## src/rtl/mem_arbiter.sv

```systemverilog
// Two-requester memory arbiter with a bounded hold window for the current owner.
// Grants are combinational; read data returns one cycle after a granted read.
module mem_arbiter #(
  parameter int ADDR_W   = 15,
  parameter int MAX_HOLD = 4
) (
  input  logic              clk,
  input  logic              reset,
  input  logic              r0_req,
  input  logic              r0_we,
  input  logic [ADDR_W-1:0] r0_addr,
  input  logic [15:0]       r0_wdata,
  output logic              r0_gnt,
  output logic              r0_rvalid,
  input  logic              r1_req,
  input  logic              r1_we,
  input  logic [ADDR_W-1:0] r1_addr,
  input  logic [15:0]       r1_wdata,
  output logic              r1_gnt,
  output logic              r1_rvalid,
  output logic [15:0]       rdata,
  output logic [ADDR_W-1:0] mem_addr,
  output logic [15:0]       mem_wdata,
  output logic              mem_we,
  input  logic [15:0]       mem_rdata
);

  typedef enum logic [1:0] {
    IDLE = 2'd0,
    OWN0 = 2'd1,
    OWN1 = 2'd2
  } owner_t;

  localparam logic [3:0] HOLD = 4'(MAX_HOLD);

  owner_t     owner;
  owner_t     owner_nx;
  logic       last;
  logic       last_nx;
  logic [3:0] cnt;
  logic [3:0] cnt_nx;
  logic [3:0] cnt_inc;
  logic       rv0;
  logic       rv1;
  logic       g0;
  logic       g1;
  logic       hold_done;

  assign hold_done = (cnt >= HOLD);
  assign cnt_inc   = (cnt == 4'hf) ? cnt : cnt + 4'd1;

  always_comb begin
    g0 = 1'b0;
    g1 = 1'b0;
    if (!reset) begin
      unique case (owner)
        IDLE: begin
          if (r0_req && r1_req) begin
            g0 = last;
            g1 = !last;
          end else begin
            g0 = r0_req;
            g1 = r1_req;
          end
        end
        OWN0: begin
          if (r0_req) begin
            g1 = r1_req && hold_done;
            g0 = !g1;
          end else begin
            g1 = r1_req;
          end
        end
        OWN1: begin
          if (r1_req) begin
            g0 = r0_req && hold_done;
            g1 = !g0;
          end else begin
            g0 = r0_req;
          end
        end
        default: begin
          g0 = 1'b0;
          g1 = 1'b0;
        end
      endcase
    end
  end

  // A repeat grant extends the run; any change of owner restarts it at 1.
  always_comb begin
    owner_nx = IDLE;
    last_nx  = last;
    cnt_nx   = 4'd0;
    if (g0) begin
      owner_nx = OWN0;
      last_nx  = 1'b0;
      cnt_nx   = (owner == OWN0) ? cnt_inc : 4'd1;
    end else if (g1) begin
      owner_nx = OWN1;
      last_nx  = 1'b1;
      cnt_nx   = (owner == OWN1) ? cnt_inc : 4'd1;
    end
  end

  always_ff @(posedge clk) begin
    if (reset) begin
      owner <= IDLE;
      last  <= 1'b1;
      cnt   <= 4'd0;
      rv0   <= 1'b0;
      rv1   <= 1'b0;
    end else begin
      owner <= owner_nx;
      last  <= last_nx;
      cnt   <= cnt_nx;
      rv0   <= g0 & ~r0_we;
      rv1   <= g1 & ~r1_we;
    end
  end

  // Masking with reset drops a return that was in flight when reset arrived.
  assign r0_gnt    = g0;
  assign r1_gnt    = g1;
  assign r0_rvalid = rv0 & ~reset;
  assign r1_rvalid = rv1 & ~reset;
  assign rdata     = mem_rdata;
  assign mem_addr  = g1 ? r1_addr : r0_addr;
  assign mem_wdata = g1 ? r1_wdata : r0_wdata;
  assign mem_we    = (g0 & r0_we) | (g1 & r1_we);

endmodule

```

## config.mk

```make
export PLATFORM = sky130hd
export DESIGN_NAME = mem_arbiter
export DESIGN_NICKNAME = d
export VERILOG_FILES = /design/src/rtl/mem_arbiter.sv
export SDC_FILE = /design/constraint.sdc
export NUM_CORES = 1
export LEC_CHECK = 0
export ABC_AREA = 1
export CORE_MARGIN = 2
export CORE_UTILIZATION = 31
export DETAILED_ROUTE_END_ITERATION = 10
export PLACE_DENSITY = 0.88
export SLEW_MARGIN = 20
export SYNTH_ARGS = -nofsm -noshare
export SYNTH_HDL_FRONTEND = slang
export SYNTH_SLANG_ARGS = --single-unit
```

## constraint.sdc

```tcl
create_clock -name clk -period 1.5 [get_ports clk]
set_input_delay 0.15 -clock clk [delete_from_list [all_inputs] [get_ports clk]]
set_output_delay 0.15 -clock clk [all_outputs]
set_load 0.01 [all_outputs]
```

; ---- After elaboration in Yosys (flattened, before gate mapping)
; Index checks and enable logic that the tools add are counted.
[word_totals]
regBits = 9
input_bits = 84
output_inout_bits = 52
word_cells = 51
[op_classes]
addsub = 1
magnitude_cmp = 1
n_eq_ne = 3
mux = 21
bitwise_logic = 10
reduce_logical = 9
[op_table]
columns = operator, n
row1 = $mux W4, 5
row2 = $mux W16, 1
row3 = $mux W15, 1
row4 = $mux W1, 11
row5 = $and A1 B1 Y1, 6
row6 = $pmux W1 S3, 2
row7 = $add A4 B1 Y4 const B, 1
row8 = $eq A4 B4 Y1 const B, 1
row9 = $ge A4 B3 Y1 const B, 1
row10 = $logic_and A1 B1 Y1, 3
row11 = $logic_not A1 Y1, 3
row12 = $not A1 Y1, 3
row13 = $eq A2 B1 Y1 const B, 1
row14 = $eq A2 B2 Y1 const B, 1
row15 = $logic_not A2 Y1, 1
row16 = $mux W2, 1
row17 = $reduce_bool A2 Y1, 1
row18 = $reduce_or A2 Y1, 1
row19 = $or A1 B1 Y1, 1

; ---- Depth between registers and ports, before layout
[logic_depth]
depth_word = 8
mapped_depth = 9
depth_no_buf = 8

; ---- Worst setup path before layout
; OpenSTA, ideal clock, no wires.
[synth_path]
kind = register -> output
start = reg cnt[2]
end = out mem_addr[10]
arrival_ns = 1.154
required_time_ns = 1.350
slack_ns = 0.196
stages_incl_launch_ff = 9
n_path_buf = 1
cell_sequence = dfxtp_1 > nor2_2 > a21oi_2 > nand2_2 > nand3_4 > nand2_8 > buf_12 > nand2_4 > nand2_2
[synth_between]
elab_chain_len = 7
[synth_rtl]
columns = element, line
row1 = start: declaration, 40  ; logic [3:0] cnt;
row2 = start signal: assignment, 116  ; cnt <= cnt_nx;
row3 = $ge A4 B3 Y1 *, 49  ; assign hold_done = (cnt >= HOLD);
row4 = $logic_and A1 B1 Y1, 76  ; g0 = r0_req && hold_done;
row5 = $logic_not A1 Y1, 77  ; g1 = !g0;
row6 = $mux W1, 75  ; if (r1_req) begin
row7 = $pmux W1 S3 *, 56  ; unique case (owner)
row8 = $mux W1 *, 55  ; if (!reset) begin
row9 = $mux W15 *, 128  ; assign mem_addr = g1 ? r1_addr : r0_addr;
row10 = end: declaration, 22  ; output logic [ADDR_W-1:0] mem_addr,
; Every way passes the cells marked *; elsewhere a longest branch is shown, timed or not.

; ---- Worst setup path in the final report
[layout_path]
start = reg cnt[3]
end = out mem_wdata[9]
[layout_between]
elab_chain_len = 7
[layout_rtl]
columns = element, line
row1 = $ge A4 B3 Y1 *, 49
row2 = $logic_and A1 B1 Y1, 76
row3 = $logic_not A1 Y1, 77
row4 = $mux W1, 75
row5 = $pmux W1 S3 *, 56
row6 = $mux W1 *, 55
row7 = $mux W16 *, 129  ; assign mem_wdata = g1 ? r1_wdata : r0_wdata;
row8 = end: declaration, 23  ; output logic [15:0] mem_wdata,
; Marked as above.

==> impl_metrics.py <==
metrics = {
    "placement": {
        "port_buffers": 103,
        "gp_congestion": 0.782,
        "post-place-ws_ns": -0.684,
        "placed_area_sq_um": 2540,
        "dp_hpwl_mm": 3.54,
    },
    "route": {
        "drt_wl_total_mm": 4.57,
        "vias": 1723,
        "dr.pass1.iters": 4,
        "drtIter0Drc": 62,
        "route.detailed.drc": 0,
        "routedWlPerCell_um": 12.4,
        "via_per_inst": 4.68,
        "ant_nets": 0,
    },
    "layout": {
        "final_common_cell": "clkdlybuf4s50_1",
        "syn2layout_area_growth_pct": 92.8,
        "antennaDiodeCount": 0,
        "fillers": 370,
        "nets": 402,
        "final_layout_size_suffix_gt1_share_pct": 48.4,
        "final_cell_mix": "65 x clkdlybuf4s50_1, 41 x nand3_1, 33 x nand2_2",
        "final_cell_area_sq_um": 2800,
        "multiInputGateArea_sq_um": 1070,
        "regArea_sq_um": 190,
    },
    "worst_setup_path": {
        "crit_start": "cnt[3]",
        "crit_type": "reg -> out",
        "critPathMaxStageDelay_ns": 0.36,
        "critPathRequiredTime_ns": 1.35,
        "crit_path_end_kind": "output port",
        "cp_slowest_cell": "dfxtp_4",
        "arrival_ns": 1.59,
        "crit_buf_inv": 3,
        "crit_chain": "o21ai_4 -> nand3_4 -> nand3_4 -> nand2_8 -> buf_6 -> buf_12 -> nand2_4 -> nand2_2 -> buf_6",
        "path_delay_family": "simple AND/OR/NAND/NOR gates",
        "rrSetupSlack_ns": 0.05,
        "worstPathMaxFanout": 6,
        "regToRegStartpoint": "cnt[3]",
        "cp-start-kind": "flip-flop",
    },
    "cts": {
        "numCtsBuffers": 3,
        "clockBufferDepth": 2,
        "cts_tree": "built",
        "cts_sinks": 9,
        "clk_latency_ns": 0.24,
        "cts-root-buf": "clkbuf_8",
        "clk_pin_slew_ns": 0.04,
        "htreeDepth": 1,
    },
    "logic_synthesis": {
        "synth_xor_area_share_pct": 0,
        "synth_fa_ha_area_share_pct": 0.861,
        "synth_mux_area_share_pct": 0,
        "syn_area_per_cell_sq_um": 7.09,
        "yosysSeqAreaShare_pct": 12.4,
        "synth-compound-area-share_pct": 3.36,
        "synthSimpleGateAreaFrac_pct": 64.5,
        "synth_top_family_by_area": "simple AND/OR/NAND/NOR gates",
        "yosys_warnings": 0,
        "synth_nets": 290,
        "synth-seq-cells": 9,
        "netlist-cell-type-count": 24,
        "synth_area_sq_um": 1450,
        "synthCells": 205,
    },
    "hold_path": {
        "holdCritStartpoint": "mem_rdata[14]",
        "hp-class": "in -> out",
    },
    "global_routing": {
        "grt.overflow.total": 0,
        "track_usage_pct": 17.2,
        "grt_pass1_vias": 1730,
        "grt_antenna_before_repair": 0,
        "grt_pass1_wl_mm": 7.36,
        "grt_start_max_net_pins": 29,
    },
    "timing": {
        "final_max_slew_viol_count": 0,
        "timing.fmax_ghz": 0.576,
        "finalCriticalPeriod_ns": 1.74,
        "worst_pin_slew_ns": 0.326,
        "rsz0062_at_grt": "true",
        "final.setup.tns_ns": -6.95,
        "finClkSkew_ns": 0.0111,
        "hold_viol": 0,
        "timing.final.ws_setup_ns": -0.236,
        "slew_headroom_pct": 78.2,
        "setup-violations-final": 34,
        "fin_crit_sh_pct": 116,
    },
    "flow_run": {
        "maxCapViolCount": 0,
    },
    "power": {
        "leakagePower_nw": 1.29,
        "pwr_density_cell_nw_per_um2": 633,
        "max-vdd-ir-drop_v": 0.000268,
        "finalPower_mw": 1.77,
    },
    "floorplan": {
        "die_x_um": 72.5,
        "dieArea_sq_um": 5250,
        "io_pins": 136,
        "start_util_pct": 32.7,
        "core_sq_um": 4440,
        "die_height_um": 72.5,
        "rows": 24,
    },
    "status": {
        "violations": "setup timing",
        "outcome": "complete, but fails checks",
    },
}
==> through the flow <==
stage                     cells  util, %  hold WS (ns)
after floorplan             205        -         0.215
after global placement      355     57.1         0.300
after detailed placement    355     57.1         0.300
after CTS                   368     63.4         0.300
after global routing        368     63.0         0.300
final                       368     63.0         0.300
==> state kept, by name (all words and copies together) (netlist names) <==
signal	cells
owner	2
cnt	4
rv0	1
rv1	1
last	1
==> power breakdown <==
part	internal [mW]	leakage (nW)	switching, mW
clock network	0.182	0.0255	0.106
logic	0.674	1.19	0.536
registers	0.260	0.0761	0.0163
==> final timing paths <==
path / cells after the start / end
setup / recovery: 9 / mem_wdata[9]
hold / removal: 0 / rdata[14]
setup reg to reg: 9 / cnt[3]
hold reg to reg: 5 / last
==> per-layer routing <==
metal	track usage (%)	wire length, um	vias to the layer above
met4	5.56	57	0
met3	4.72	367	10
met5	0	0	-
met2	34.7	2600	81
li1	-	-	866
met1	16.4	1540	766
==> final cells by class <==
cell class              instances  share of cell area, %
repair buffers                133                   49.0
multi-input cells             155                   38.2
inverters                      15                   2.06
clock buffers                   3                   1.47
well taps                      52                   2.32
flip-flops and latches          9                   6.79
clock inverters                 1                  0.179
==> synthesized netlist by cell type, drive strengths merged <==
library cell / instances / share of area, %
dfxtp: 9 / 12
buf: 22 / 14
a21oi: 1 / 0.60
a21boi: 1 / 0.52
ha: 1 / 0.86
nand2: 78 / 40
o21ai: 5 / 1.7
nand4: 2 / 0.86
clkinv: 1 / 0.26
nand3: 50 / 18
clkbuf: 4 / 1.0
o211ai: 1 / 0.52
nor2: 16 / 5.0
inv: 14 / 3.6
==> what timing repair did <==
| action | CTS | global route |
|---|---|---|
| resized for setup | 192 | 5 |
| setup buffers | 7 | 2 |
| hold buffers | 0 | 0 |
| cloned | 3 | 1 |
| pin swaps | 9 | 5 |
| setup endpoints to repair | 36 | 34 |
==> cell families (layout without fill, tap and decap cells) <==
logic type | after synthesis | count (layout)
buf+inv | 41 | 152
flops | 9 | 9
simple gates | 146 | 146
fa+ha+maj | 1 | 1
compound gates | 8 | 8
==> worst reg2reg max path, cell delays in order (launching register included) <==
cell and delay (ns):
dfxtp_4 0.36, nor2_4 0.13, a21oi_2 0.07, nand2_2 0.09, nand3_4 0.12, buf_4 0.18, clkbuf_16 0.15, buf_4 0.13
nand3_1 0.05, nand2_1 0.06
Note: power is estimated with default switching activity, not from simulation.
